File: src/rtl/fetch_unit.sv
// rtl/fetch_unit.sv - instruction fetch stage: PC, imem req/gnt/rvalid, decode valid/ready (optional FETCH_MISALIGN_TRAP_EN)
module fetch_unit #(
    parameter logic [31:0] RESET_PC  = 32'h0000_0000,
    parameter logic [31:0] NOP_INSTR = 32'h0000_0013
) (
    input  logic        clk,
    input  logic        reset,
    output logic        imem_req,
    output logic [31:0] imem_addr,
    input  logic        imem_gnt,
    input  logic        imem_rvalid,
    input  logic [31:0] imem_rdata,
    output logic        instr_valid,
    output logic [31:0] instr,
    output logic [31:0] pc,
    output logic [31:0] pc_plus4,
    input  logic        instr_ready,
    input  logic        pc_src,
    input  logic [31:0] pc_target,
    output logic [31:0] instret
`ifdef FETCH_MISALIGN_TRAP_EN
    ,
    output logic        fetch_misaligned
`endif
);

`ifdef FETCH_MISALIGN_TRAP_EN
    typedef enum logic [1:0] {
        S_REQ   = 2'd0,
        S_WAIT  = 2'd1,
        S_VALID = 2'd2,
        S_HALT  = 2'd3
    } state_t;
`else
    typedef enum logic [1:0] {
        S_REQ   = 2'd0,
        S_WAIT  = 2'd1,
        S_VALID = 2'd2
    } state_t;
`endif

    state_t      state_q;
    logic        req_q;
    logic [31:0] fetch_pc_q;
    logic [31:0] instr_q;
    logic [31:0] pc_q;
    logic [31:0] pc_plus4_q;
    logic        valid_q;
    logic [31:0] instret_q;
    logic [31:0] next_pc_d;
`ifdef FETCH_MISALIGN_TRAP_EN
    logic        misaligned_q;
    logic        target_bad_d;
`endif

    // Next fetch address on retire; target low bits are dropped so fetches stay word aligned
    always_comb begin
        next_pc_d = pc_src ? (pc_target & 32'hFFFF_FFFC) : pc_plus4_q;
`ifdef FETCH_MISALIGN_TRAP_EN
        target_bad_d = pc_src && (pc_target[1:0] != 2'b00);
`endif
    end

    // Fetch FSM; req_q is held low for the first cycle out of reset so imem_req is purely registered
    always_ff @(posedge clk) begin
        if (reset) begin
            state_q    <= S_REQ;
            req_q      <= 1'b0;
            fetch_pc_q <= RESET_PC;
            instr_q    <= NOP_INSTR;
            pc_q       <= RESET_PC;
            pc_plus4_q <= RESET_PC + 32'd4;
            valid_q    <= 1'b0;
            instret_q  <= 32'd0;
`ifdef FETCH_MISALIGN_TRAP_EN
            misaligned_q <= 1'b0;
`endif
        end else begin
            case (state_q)
                S_REQ: begin
                    if (req_q && imem_gnt) begin
                        req_q   <= 1'b0;
                        state_q <= S_WAIT;
                    end else begin
                        req_q <= 1'b1;
                    end
                end
                S_WAIT: begin
                    if (imem_rvalid) begin
                        instr_q    <= imem_rdata;
                        pc_q       <= fetch_pc_q;
                        pc_plus4_q <= fetch_pc_q + 32'd4;
                        valid_q    <= 1'b1;
                        state_q    <= S_VALID;
                    end
                end
                S_VALID: begin
                    if (instr_ready) begin
                        valid_q   <= 1'b0;
                        instr_q   <= NOP_INSTR;
                        instret_q <= instret_q + 32'd1;
`ifdef FETCH_MISALIGN_TRAP_EN
                        if (target_bad_d) begin
                            misaligned_q <= 1'b1;
                            state_q      <= S_HALT;
                        end else begin
                            fetch_pc_q <= next_pc_d;
                            req_q      <= 1'b1;
                            state_q    <= S_REQ;
                        end
`else
                        fetch_pc_q <= next_pc_d;
                        req_q      <= 1'b1;
                        state_q    <= S_REQ;
`endif
                    end
                end
                default: begin
`ifdef FETCH_MISALIGN_TRAP_EN
                    // S_HALT is terminal until reset
                    req_q <= 1'b0;
`else
                    state_q <= S_REQ;
                    req_q   <= 1'b0;
`endif
                end
            endcase
        end
    end

    assign imem_req    = req_q;
    assign imem_addr   = fetch_pc_q;
    assign instr_valid = valid_q;
    assign instr       = instr_q;
    assign pc          = pc_q;
    assign pc_plus4    = pc_plus4_q;
    assign instret     = instret_q;
`ifdef FETCH_MISALIGN_TRAP_EN
    assign fetch_misaligned = misaligned_q;
`endif

endmodule

File: config.mk
export PLATFORM = sky130hd
export DESIGN_NAME = fetch_unit
export DESIGN_NICKNAME = d
export VERILOG_FILES = /design/src/rtl/fetch_unit.sv
export SDC_FILE = /design/constraint.sdc
export NUM_CORES = 1
export LEC_CHECK = 0
export BUFFER_PORTS_ARGS = -buffer_cell sky130_fd_sc_hd__buf_2
export CORE_MARGIN = 1.5
export CORE_UTILIZATION = 51
export DETAILED_ROUTE_END_ITERATION = 10
export PLACE_DENSITY = 0.84
export SLEW_MARGIN = 40
export SYNTH_ARGS = -nofsm -noshare
export SYNTH_HDL_FRONTEND = slang
export SYNTH_SLANG_ARGS = --single-unit
File: constraint.sdc
create_clock -name clk -period 2.5 [get_ports clk]
set_input_delay 0.5 -clock clk [delete_from_list [all_inputs] [get_ports clk]]
set_output_delay 0.5 -clock clk [all_outputs]
set_load 0.1 [all_outputs]
==> out/metrics.cfg <==
[clocking]
cts_setup_buffers = 0
cts_made_buffers = 17
ctsResizeCount = 0
cts.path.max_buffers = 2
cts_num_sinks = 162
htree_levels = 4
ctsHoldBuffers = 0
clock_latency_ps = 430
clockRootBuffer = clkbuf_16
cts_tree = built
clk_pin_slew_worst_paths_ps = 60

[logic_synthesis]
yosysSeqAreaShare_pct = 46.8
synth_edf_count = 0
netlist_area_um2 = 6940
postSynthAreaPerCell_um2 = 8.68
synth_seq_cells = 162
synth_cell_types = 49
synth_fp_nets = 871
synthCells = 799
synthArstFlopShare_pct = 0
ys.flop_type = dfxtp_1
synth_warnings = 0

[setup_path]
required_ps = 2810
cp_max_fo = 23
cp_slowest_cell = nor4_1
regToRegStartpoint = instret[10]$_SDFFE_PP0P_
crit_type = flip-flop to flip-flop
reg2reg_slack_ps = 370
endpoint_kind = flip-flop
arrival_ps = 2430
rr_endpoint = instret[25]$_SDFFE_PP0P_
worst_setup_path_start_kind = flip-flop
slowest_delay_ps = 530
r2r_cells = 4
crit_chain = and4_1 > nand2_1 > nor4_1 > mux2_2

[floorplanning]
core_area_um2 = 13200
die_y_um = 120
row_count = 42
start_util_pct = 52.4
ioPinCount = 232
dieArea_um2 = 14300
dieWidth_um = 120

[worst_hold_path]
whs_path_depth = 3
hold_class = input pin to flip-flop
holdPathEnd = instr[0]$_SDFFE_PP1P_
hold_start = imem_rdata[0]

[placed_design]
io_buffers = 229
gp_congestion = 0.820
hpwl_um = 12900

[routing]
drcViolationCount = 0
viasPerCell = 5.62
drt_iter0_drc = 467
routed_wl_um = 18900
drt-wirelength-per-cell_um = 16.0
dr.pass1.iters = 5
vias = 6642
ant_nets = 0

[timing]
report.final.slew_viol_count = 0
rsz0062_at_grt = no
final.setup.tns_ps = 0
max_freq_mhz = 470
worst_pin_slew_ps = 643
setup_viol = 0
fin_crit_sh_pct = 85.0
maxSlewHeadroom_pct = 57.0
hold_viol = 0
final_period_minus_worst_setup_slack_ps = 2130
clock_skew_ps = 8.32

[power_and_ir_drop]
max-vdd-ir-drop_mv = 0.421
power_density_nw_per_um2 = 669
leakagePower_nw = 3.63

[global_route]
grt_overflow = 0
antenna_found_initial = 0
grt_pass1_vias = 5987
grt_usage_pct = 26.4
grt_max_degree = 73
grt_pass1_wl_um = 30400

[finish]
drive_gt1_share_pct = 30.7
fin_nets = 1065
fin_util_pct = 66.2
n_antenna_cell = 0
synthToLayoutAreaGrowth_pct = 26.3

[job]
cap_viol_max_count = 0

[run_status]
run_status = complete, no violations

==> cell type report <==
type	instances	area, um2
fill	1122	4480
clock inverter	8	105
timing repair buffer	243	1300
inverter	8	30.0
sequential	162	3270
clock buffer	24	462
tap	176	220
multi-input combinational	561	3370
==> logic make-up (layout without fill, tap and decap cells) <==
family	count (synthesis)	count (layout)	synth area share (%)
AO/OA/AOI/OAI	176	176	16.7
XOR/XNOR	22	22	2.78
adder cells (fa/ha/maj)	2	2	0.361
buffers and inverters	76	283	4.83
flip-flops	162	162	46.8
multiplexers	38	38	5.63
AND/OR/NAND/NOR	323	323	22.9
==> critical path, delay by kind of cell, from the launching register on <==
family	cells	cell delay, ps
AND/OR/NAND/NOR	3	1190
flip-flops	1	420
multiplexers	1	400
==> cell usage after synthesis, types with 2 or more instances <==
master / instances / area (um2)
o21bai_1: 5 / 37.5
or3_1: 11 / 68.8
buf_1: 4 / 15.0
a21oi_1: 54 / 270
a311oi_1: 8 / 70.1
nand4_1: 19 / 119
and4_1: 8 / 70.1
and3_1: 5 / 31.3
ha_1: 2 / 25.0
nand2_1: 88 / 330
nor2b_1: 7 / 43.8
o31ai_1: 12 / 90.1
and3b_1: 2 / 17.5
buf_2: 5 / 25.0
nand2b_1: 4 / 25.0
and4b_1: 3 / 30.0
mux2_2: 8 / 90.1
a211oi_1: 44 / 330
a31oi_1: 5 / 31.3
clkbuf_1: 52 / 195
dfxtp_1: 162 / 3240
nand3b_1: 4 / 30.0
nor4_1: 19 / 119
xor2_1: 14 / 123
buf_4: 3 / 22.5
and2_1: 2 / 12.5
nor2_1: 106 / 398
a22oi_1: 29 / 218
xnor2_1: 8 / 70.1
mux2i_1: 30 / 300
or4_1: 12 / 90.1
nor3_1: 5 / 25.0
clkbuf_2: 3 / 15.0
o22ai_1: 3 / 18.8
o21ai_0: 13 / 65.1
inv_1: 8 / 30.0
nand3_1: 20 / 100
==> worst max-delay path by stage <==
stage,start,to,slack (ps)
2_1_floorplan,imem_addr[11]$_SDFFE_PP0P_,pc_plus4[26]$_SDFFE_PP0P_,-20
3_3_place_gp,imem_rvalid,instr[19]$_SDFFE_PP0P_,390
3_5_place_dp,imem_addr[3]$_SDFFE_PP0P_,pc_plus4[26]$_SDFFE_PP0P_,410
4_1_cts,imem_addr[3]$_SDFFE_PP0P_,pc_plus4[26]$_SDFFE_PP0P_,400
5_1_grt,instret[10]$_SDFFE_PP0P_,instret[25]$_SDFFE_PP0P_,230
6_report,instret[10]$_SDFFE_PP0P_,instret[25]$_SDFFE_PP0P_,370
==> state kept, by name (all words and copies together), names as in the netlist <==
name,flops
pc,32
imem_addr,32
imem_req,1
instr,32
instr_valid,1
instret,32
pc_plus4,30
state_q,2
==> per-stage QoR <==
step / std cells / hold WS [ps] / setup WS (ps) / cell area [um2] / power, mW
CTS: 1182 / 303 / 400 / 8760 / 5.89
global placement: 1150 / 439 / 387 / 8190 / 3.39
global route: 1182 / 325 / 234 / 8760 / 6.06
floorplan: 799 / 636 / -21.3 / 6960 / 3.24
detailed placement: 1150 / 444 / 413 / 8190 / 3.40
finish: 1182 / 315 / 374 / 8760 / 5.86
==> layer usage <==
layer | global-route usage (%) | up-vias | share of wire, %
met2 | 42.3 | 259 | 47
met3 | 7.32 | 30 | 7.2
li1 | - | 3259 | -
met4 | 11.4 | 0 | 2.3
met5 | 0 | - | 0
met1 | 33.4 | 3094 | 43
==> power breakdown <==
part	total, mW	internal, mW	switching (mW)
clock	2.52	1.50	1.03
combinational	0.662	0.156	0.507
sequential	2.68	2.63	0.0485
==> cell usage in the layout, fill, tap and decap left out, types with 13 or more instances in the layout <==
cell | Yosys | routed
buf_2 | 5 | 228
dfxtp_1 | 162 | 141
nor2_1 | 106 | 105
nand2_1 | 88 | 88
a21oi_1 | 54 | 54
a211oi_1 | 44 | 44
mux2i_1 | 30 | 30
a22oi_1 | 29 | 29
dfxtp_2 | 0 | 21
nand3_1 | 20 | 20
nand4_1 | 19 | 19
nor4_1 | 19 | 19
clkbuf_16 | 0 | 17
xor2_1 | 14 | 14
o21ai_0 | 13 | 13
No activity file was read; power rests on OpenSTA's default activity.
